## config.mk

```make
export PLATFORM = sky130hd
export DESIGN_NAME = pc_sequencer
export DESIGN_NICKNAME = d
export VERILOG_FILES = /design/src/rtl/pc_sequencer.sv
export SDC_FILE = /design/constraint.sdc
export NUM_CORES = 1
export LEC_CHECK = 0
export ABC_AREA = 1
export BUFFER_PORTS_ARGS = -buffer_cell sky130_fd_sc_hd__buf_4
export CORE_AREA = 2 2 77 79
export CTS_CLUSTER_SIZE = 30
export DETAILED_ROUTE_END_ITERATION = 8
export DIE_AREA = 0 0 79 81
export PLACE_DENSITY = 0.63
export SLEW_MARGIN = 20
export SYNTH_ARGS = -nofsm -noshare
export SYNTH_HDL_FRONTEND = slang
export SYNTH_SLANG_ARGS = --single-unit
```

## constraint.sdc

```tcl
create_clock -name CLK -period 2.67 [get_ports CLK]
set_input_delay 0.4005 -clock CLK [delete_from_list [all_inputs] [get_ports CLK]]
set_output_delay 0.4005 -clock CLK [all_outputs]
set_load 0.02 [all_outputs]
```

## src/rtl/pc_sequencer.sv

```systemverilog
// pc_sequencer: program-counter and phase sequencer for cpu15.
// Steps every instruction through FT -> DC -> EX -> WB, one cycle each.
// The phase strobes are taken straight from one-hot state flops, so they are
// glitch-free when used as clock enables. P_COUNT moves only at the edge that
// ends WB, which resolves jmp, je and hlt from the latched instruction.
module pc_sequencer #(
    parameter int                  PC_WIDTH    = 8,
    parameter int                  INSTR_WIDTH = 15,
    parameter logic [PC_WIDTH-1:0] RESET_PC    = '0
) (
    input  logic                   CLK,
    input  logic                   RESET,
    input  logic                   START,
    input  logic [INSTR_WIDTH-1:0] PROM_OUT,
    input  logic                   CMP_EQ,
    output logic [PC_WIDTH-1:0]    P_COUNT,
    output logic                   PH_FT,
    output logic                   PH_DC,
    output logic                   PH_EX,
    output logic                   PH_WB,
    output logic                   HALTED,
    output logic [15:0]            INSTR_CNT
);

    // Bit positions inside the one-hot state vector.
    localparam int ST_IDLE = 0;
    localparam int ST_FT   = 1;
    localparam int ST_DC   = 2;
    localparam int ST_EX   = 3;
    localparam int ST_WB   = 4;
    localparam int ST_HALT = 5;

    typedef enum logic [5:0] {
        S_IDLE = 6'b000001,
        S_FT   = 6'b000010,
        S_DC   = 6'b000100,
        S_EX   = 6'b001000,
        S_WB   = 6'b010000,
        S_HALT = 6'b100000
    } state_t;

    localparam logic [3:0] OP_JE  = 4'b1011;
    localparam logic [3:0] OP_JMP = 4'b1100;
    localparam logic [3:0] OP_HLT = 4'b1111;

    state_t                   state_q;
    state_t                   state_d;
    logic [INSTR_WIDTH-1:0]   ir_q;
    logic [PC_WIDTH-1:0]      pc_q;
    logic [PC_WIDTH-1:0]      pc_next;
    logic [15:0]              cnt_q;
    logic [3:0]               opcode;
    logic [PC_WIDTH-1:0]      target;
    logic                     unused_ir_bits;

    assign opcode = ir_q[INSTR_WIDTH-1 -: 4];
    // Branch targets are 8 bits wide and zero-extended to the PC width.
    assign target = PC_WIDTH'(ir_q[7:0]);
    // Register-field bits of the instruction play no part in sequencing.
    assign unused_ir_bits = ^ir_q[INSTR_WIDTH-5:8];

    // Next-state logic: fixed four-cycle rotation, START honoured only when idle or halted.
    always_comb begin
        // NOTE: state_d gets a default before the case so no path can leave it unassigned and infer a latch.
        state_d = state_q;
        unique case (state_q)
            S_IDLE:  if (START) state_d = S_FT;
            S_FT:    state_d = S_DC;
            S_DC:    state_d = S_EX;
            S_EX:    state_d = S_WB;
            S_WB:    state_d = (opcode == OP_HLT) ? S_HALT : S_FT;
            S_HALT:  if (START) state_d = S_FT;
            default: state_d = S_IDLE;
        endcase
    end

    // Address of the next instruction, applied at the edge that ends WB.
    always_comb begin
        pc_next = pc_q + PC_WIDTH'(1);
        unique case (opcode)
            OP_JMP:  pc_next = target;
            OP_JE:   if (CMP_EQ) pc_next = target;
            OP_HLT:  pc_next = pc_q;
            default: pc_next = pc_q + PC_WIDTH'(1);
        endcase
    end

    // State register; the phase strobes and HALTED are bits of it.
    always_ff @(posedge CLK or posedge RESET) begin
        // NOTE: sequential state uses <= so every flop samples pre-edge values regardless of statement order.
        if (RESET) state_q <= S_IDLE;
        else       state_q <= state_d;
    end

    // Instruction register: captures fetch output only at the end of DC.
    always_ff @(posedge CLK or posedge RESET) begin
        // NOTE: IR is reset even though DC always reloads it, so a restarted sequence never decodes stale X.
        if (RESET)                 ir_q <= '0;
        else if (state_q == S_DC)  ir_q <= PROM_OUT;
    end

    // Program counter: held through the instruction, restarted from RESET_PC when leaving HALT.
    always_ff @(posedge CLK or posedge RESET) begin
        if (RESET)                              pc_q <= RESET_PC;
        else if (state_q == S_WB)               pc_q <= pc_next;
        else if (state_q == S_HALT && START)    pc_q <= RESET_PC;
    end

    // Retired-instruction counter: saturates at all-ones, cleared on restart from HALT.
    always_ff @(posedge CLK or posedge RESET) begin
        if (RESET) begin
            cnt_q <= '0;
        end else if (state_q == S_WB) begin
            if (cnt_q != 16'hFFFF) cnt_q <= cnt_q + 16'd1;
        end else if (state_q == S_HALT && START) begin
            cnt_q <= '0;
        end
    end

    assign P_COUNT   = pc_q;
    assign PH_FT     = state_q[ST_FT];
    assign PH_DC     = state_q[ST_DC];
    assign PH_EX     = state_q[ST_EX];
    assign PH_WB     = state_q[ST_WB];
    assign HALTED    = state_q[ST_HALT];
    assign INSTR_CNT = cnt_q;

    // IDLE has its own flop for clarity of the encoding but drives no output.
    logic unused_idle;
    assign unused_idle = state_q[ST_IDLE];

endmodule

```

## Word level (Yosys, flattened, before mapping)

Index checks and enable logic that the tools add are counted.
Widths: inputs -> output; s select.

| storage, ports and cells | value |
|---|---|
| bits in registers | 45 |
| bits of input ports | 19 |
| logic and storage cells | 34 |

| operators by class | value |
|---|---|
| add/subtract/negate cells | 2 |
| equal/unequal tests | 13 |
| multiplexer cells | 10 |
| reductions and logical operators | 5 |

Operator list:

| operator | count |
|---|---|
| $mux 16 | 3 |
| $pmux 6 s5 | 1 |
| $mux 8 | 3 |
| $pmux 8 s3 | 1 |
| $add 16x1->16 const B | 1 |
| $ne 16x16->1 const B | 1 |
| $eq 4x4->1 const B | 3 |
| $mux 6 | 2 |
| $add 8x1->8 const B | 1 |
| $eq 6x1->1 const B | 1 |
| $eq 6x2->1 const B | 1 |
| $eq 6x3->1 const B | 1 |
| $eq 6x4->1 const B | 1 |
| $eq 6x5->1 const B | 1 |
| $eq 6x6->1 const B | 1 |
| $ne 2x1->1 const B | 2 |
| $reduce_and 2->1 | 2 |
| $ne 2x2->1 const B | 1 |
| $reduce_bool 2->1 | 1 |
| $reduce_or 2->1 | 1 |
| $logic_and 1x1->1 | 1 |

## Longest topological paths before layout

| logic depth | value |
|---|---|
| depth in word-level cells | 4 |
| depth in mapped cells | 10 |
| gate-level depth less buffers | 9 |

## Worst setup path before layout

No wires, ideal clock.

| path | value |
|---|---|
| path kind | register to register |
| from | register cnt_q[0], in the netlist INSTR_CNT[0] |
| to | register cnt_q[0], in the netlist INSTR_CNT[0] |
| data arrival time | 1.590 ns |
| setup slack | 1.003 ns |
| stages on the path, launching flop included | 11 |
| path through | dfrtp_1 -> ha_1 -> nand2_2 -> nor2_4 -> nand2_2 -> nor2_2 -> nor2_1 -> nor2_4 -> buf_6 -> nand2_1 -> o21ai_1 |

| between the ends | value |
|---|---|
| longest elaborated chain between the ends | 3 |
| elaborated cells between the ends (all ways) | 6 |
| those cells by class | add/sub: 1; eq/ne: 2; mux: 2; reduce/logical: 1 |

RTL lines:

| what | line | RTL |
|---|---|---|
| start: declaration | 51 | `logic [15:0] cnt_q;` |
| start signal: assignment | 114 | `if (cnt_q != 16'hFFFF) cnt_q <= cnt_q + 16'd1;` |
| $add 16x1->16 / $ne 16x16->1 (equally long branches) | 114 |  |
| $mux 16 / $ne 2x1->1 (equally long branches) | - |  |
| $mux 16 / $reduce_and 2->1 (equally long branches) | - |  |

Parallel ways exist; a longest one is shown, timed or not. The select of a mux whose other input is x is not followed.
A chain may end at the register's enable or synchronous reset.

## Worst setup path in the final report

| path | value |
|---|---|
| from | register state_q[5] |
| to | register ir_q[1] |

| between the ends | value |
|---|---|
| longest elaborated chain between the ends | 1 |

RTL lines:

| what | line | RTL |
|---|---|---|
| start: declaration | 46 | `state_t state_q;` |
| start signal: assignment | 92 | `else state_q <= state_d;` |
| $eq 6x3->1 | 99 | `else if (state_q == S_DC) ir_q <= PROM_OUT;` |
| end signal: assignment | 98 | `if (RESET) ir_q <= '0;` |
| end signal: assignment | 99 |  |
| end: declaration | 48 | `logic [INSTR_WIDTH-1:0] ir_q;` |

Every way passes these cells.

==> results by stage <==
Status:
- The flow ran to the end, and the final reports show no timing, DRC or antenna violations.

Power:
- In this run the power density over the cells is 869 nW/um2.
- The largest voltage drop on the vdd net is 0.000356 V.
- The sequential cell fraction of total power is 41.6%.
- Cell internal power was estimated by the tool at 1.55 mW.
- In this run the power spent charging and discharging nets is 0.956 mW.
- The analysis attributes to cell leakage a power of 1.47 nW.
- The clock share of power is 24.1%.
- The switching part of the total power is 38.1%.
- Combinational logic burns 34.3% of the power.

Route:
- In this run the remaining antenna-violating nets after routing total 0.
- The number of DRC violations after detailed routing is 0.
- The mean routed wirelength per cell is 11.8 um.
- The routed design has 5.25 mm of wire.
- For this block, the initial DRC count from the detailed router was 71.
- The detailed-router iteration count before antenna repair is 4.
- The post-detailed-route via-to-cell ratio is 4.78.
- The final route contains 2130 vias.

Die:
- The die covers 6400 um2.
- Once the floorplan was initialized, standard cells occupied 41.4% of the core.
- The area of the core is 5680 um2.
- During I/O placement, the number of pins put on the boundary was 48.
- The placement row count is 28.
- The die outline width is 79 um.
- From bottom edge to top edge, the die measures 81 um.

Placement:
- At the end of routability-driven placement, the weighted congestion stood at 0.843.
- The HPWL reported at the end of detailed placement is 3.83 mm.
- Summing all placed instances gives a cell area of 2750 um2.
- Before CTS, the worst setup slack after placement is 0.711 ns.
- In this run the tool buffered the top-level ports with 44 buffer cells.

STA:
- The summed negative setup slack over all endpoints is 0 ns.
- The number of hold violations in the final report is 0.
- Measured against its own limit, the worst slew margin works out to 54.8%.
- After layout, the worst path uses 71.8% of the clock period.
- The setup skew after layout is 0.0103 ns.
- The transition time of the tightest slew-check pin is 0.673 ns.
- Setup repair after global routing left no endpoint under its margin.
- The final setup violation count is 0.
- The final-report max-slew violation count is 0.
- The routed design could run at a clock period as short as 1.92 ns.
- The peak clock frequency supported by timing is 0.522 GHz.
- The minimum setup slack in the final design is 0.754 ns.

GRT:
- After global routing the overflow that remains totals 0.
- The first global-routing pass estimated 8.92 mm of wire.
- For this run, the total global-route usage over all layers was measured as 17.8%.
- The initial antenna violation count came to 0.
- The number of global-route vias before repair came to 1965.
- The pin count of the biggest net entering global routing is 43.

Synthesis:
- After synthesis, the netlist uses 23 different library cells.
- The synthesized netlist occupies a cell area of 2350 um2.
- The warning count from the yosys run is 0.
- A synthesized cell averages 7.27 um2.
- Summing the areas of all compound-gate instances in the mapped netlist gives 6.61% of the synthesized area.
- The share of synthesized area in the top cell type comes to 43.7%.
- The largest total area in the synthesized netlist belongs to sky130_fd_sc_hd__dfrtp_1.
- Summing the areas of all and, or, nand and nor instances in the mapped netlist gives 37.4% of the synthesized area.
- The share of cell area taken by muxes after synthesis is 0%.
- The xor/xnor share of the synthesized area is 3.36%.
- The cell count after synthesis is 323.
- The total nets after synthesis is 344.
- The dominant combinational cell family by area after synthesis is simple AND/OR/NAND/NOR gates.
- Summing the sequential cell areas from Yosys gives 44.8% of the chip area.
- After Yosys synthesis, full adders, half adders and majority gates account for 1.07% of the synthesized area.
- After synthesis the netlist holds a flip-flop and latch count of 42.
- Sorting the synthesized cells by area gives the leading types as sky130_fd_sc_hd__dfrtp_1 (44%), sky130_fd_sc_hd__nand2_1 (19%), sky130_fd_sc_hd__nand3_1 (5.3%).

CTS:
- The number of cells upsized or downsized after cts is 0.
- The TritonCTS clock tree is built.
- The number of levels the H-tree was split into is 2.
- For this design, the CTS-stage hold fixing added 0 buffers.
- The number of buffers on the longest clock path is 2.
- The clock sink count is 42.
- The clock-pin transition on the worst setup and hold timing paths is 0.09 ns.
- The buffers inserted during post-CTS setup optimization is 0.
- The cell at the root of the clock tree is sky130_fd_sc_hd__clkbuf_8.
- The number of buffers created by CTS is 5.
- The clock reaches the later pin of the worst-skew pair after 0.30 ns.

Worst setup path:
- The number of buffers and inverters on the critical path is 1.
- STA classifies the critical path endpoint as a flop.
- The slowest stage of the critical path belongs to the cell sky130_fd_sc_hd__inv_1.
- In this design, the largest share of critical-path delay is due to simple AND/OR/NAND/NOR gates.
- STA puts the critical path data required time at 2.84 ns.
- At the worst endpoint, the arrival time is 2.09 ns.
- Of all nets on the critical path, the largest fanout is 16.
- The largest single stage delay on the critical path is 0.49 ns.
- The startpoint type of the worst setup path is a flop.
- The class of the most critical setup path is flop to flop.
- The critical path goes through nor2_1 > nand4_1 > inv_1 > o21ai_0.

Final layout:
- After routing the design area is 2890 um2.
- The number of nets at the end of the flow is 391.
- In the final layout, the share of cells above drive strength 1 is 18.1%.
- The layout-stage area growth over the synthesis result is 22.9%.
- The count of filler cells inserted in the layout is 576.
- The repair_antennas step left the layout with diodes totalling 0.

Hold path:
- The path class of the tightest hold or removal check is primary input to async pin.

Job:
- Across the run, the number of max-cap violations was 0.
[worst register-to-register path: stages (launching register included)]
cell                      delay, ns
sky130_fd_sc_hd__dfrtp_1       0.45
sky130_fd_sc_hd__nor2_1        0.25
sky130_fd_sc_hd__nand4_1       0.45
sky130_fd_sc_hd__inv_1         0.49
sky130_fd_sc_hd__o21ai_0       0.15
[power by group through the flow]
| stage | Combinational, mW | Clock [mW] | Sequential [mW] |
|---|---|---|---|
| floorplan | 0.487 | 0 | 1.12 |
| global placement | 0.846 | 0 | 1.05 |
| detailed placement | 0.864 | 0 | 1.06 |
| CTS | 0.871 | 0.628 | 1.04 |
| global route | 0.979 | 0.649 | 1.08 |
| finish | 0.861 | 0.605 | 1.04 |
[cell usage in the layout, fill, tap and decap left out]
master,Yosys,layout
sky130_fd_sc_hd__nor2_2,2,2
sky130_fd_sc_hd__dfrtp_1,41,41
sky130_fd_sc_hd__nand4_1,12,12
sky130_fd_sc_hd__nand2_2,2,2
sky130_fd_sc_hd__o211ai_1,1,1
sky130_fd_sc_hd__nand3_4,1,1
sky130_fd_sc_hd__clkbuf_8,0,5
sky130_fd_sc_hd__nor2_1,31,31
sky130_fd_sc_hd__dfstp_2,1,1
sky130_fd_sc_hd__nor3_1,2,2
sky130_fd_sc_hd__clkinv_4,0,1
sky130_fd_sc_hd__o21ai_0,16,16
sky130_fd_sc_hd__inv_1,31,31
sky130_fd_sc_hd__nor2_4,4,4
sky130_fd_sc_hd__xor2_1,8,8
sky130_fd_sc_hd__bufinv_16,0,2
sky130_fd_sc_hd__o21bai_1,3,3
sky130_fd_sc_hd__buf_4,0,45
sky130_fd_sc_hd__inv_2,3,3
sky130_fd_sc_hd__o21ai_1,9,9
sky130_fd_sc_hd__ha_1,2,2
sky130_fd_sc_hd__or2_2,1,1
sky130_fd_sc_hd__xnor2_1,1,1
sky130_fd_sc_hd__nand2_1,122,122
sky130_fd_sc_hd__nand3_1,25,25
[metrics by stage]
step | total power, mW | hold WS (ns) | util (%) | cells
floorplan | 1.61 | 0.449 | - | 323
global placement | 1.90 | 0.465 | 48.4 | 438
detailed placement | 1.92 | 0.466 | 48.4 | 438
CTS | 2.54 | 0.252 | 50.9 | 446
global route | 2.71 | 0.273 | 50.9 | 446
finish | 2.51 | 0.232 | 50.9 | 446
[worst paths after layout]
path,start,endpoint,slack [ns],cells after the start
max,state_q[5]$_DFFE_PP0P_,ir_q[1]$_DFFE_PP0P_,0.75,4
min,RESET,P_COUNT[5]$_DFFE_PP0P_,0.23,3
max reg2reg,state_q[5]$_DFFE_PP0P_,ir_q[1]$_DFFE_PP0P_,0.75,4
min reg2reg,ir_q[2]$_DFFE_PP0P_,ir_q[2]$_DFFE_PP0P_,0.49,2
max in group asynchronous,RESET,state_q[0]$_DFFE_PP1P_,2.04,3
min in group CLK,PROM_OUT[5],ir_q[5]$_DFFE_PP0P_,0.28,3
[synth_stat cells]
master	n
sky130_fd_sc_hd__buf_2	4
sky130_fd_sc_hd__buf_6	1
sky130_fd_sc_hd__dfrtp_1	41
sky130_fd_sc_hd__dfstp_2	1
sky130_fd_sc_hd__ha_1	2
sky130_fd_sc_hd__inv_1	31
sky130_fd_sc_hd__inv_2	3
sky130_fd_sc_hd__nand2_1	122
sky130_fd_sc_hd__nand2_2	2
sky130_fd_sc_hd__nand3_1	25
sky130_fd_sc_hd__nand3_4	1
sky130_fd_sc_hd__nand4_1	12
sky130_fd_sc_hd__nor2_1	31
sky130_fd_sc_hd__nor2_2	2
sky130_fd_sc_hd__nor2_4	4
sky130_fd_sc_hd__nor3_1	2
sky130_fd_sc_hd__o211ai_1	1
sky130_fd_sc_hd__o21ai_0	16
sky130_fd_sc_hd__o21ai_1	9
sky130_fd_sc_hd__o21bai_1	3
sky130_fd_sc_hd__or2_2	1
sky130_fd_sc_hd__xnor2_1	1
sky130_fd_sc_hd__xor2_1	8
[registers in the layout, summed over array words and instances (netlist names)]
| name | cells |
|---|---|
| INSTR_CNT | 16 |
| ir_q | 12 |
| P_COUNT | 8 |
| state_q | 6 |
[layer usage]
layer	wire (um)	vias to the layer above	share of wire (%)	global-route usage (%)
met3	284	7	5.4	4.33
met4	59	0	1.1	6.03
li1	-	1118	-	-
met5	0	-	0	0
met2	2480	50	47	30.1
met1	2430	955	46	22.3
[final cells by class]
cell class / instances / area [um2] / area share, %
clock buffer: 5 / 68.8 / 2.38
multi-input combinational: 242 / 1140 / 39.4
clock inverter: 3 / 68.8 / 2.38
inverter: 34 / 128 / 4.42
sequential: 42 / 1050 / 36.5
timing repair buffer: 45 / 338 / 11.7
tap: 75 / 93.8 / 3.25
[kinds of logic (layout without fill, tap and decap cells)]
family	after synthesis	after routing
AND/OR/NAND/NOR	202	202
flip-flops	42	42
buffers and inverters	39	87
AO/OA/AOI/OAI	29	29
XOR/XNOR	9	9
adder cells (fa/ha/maj)	2	2
Note: power is estimated with default switching activity, not from simulation.
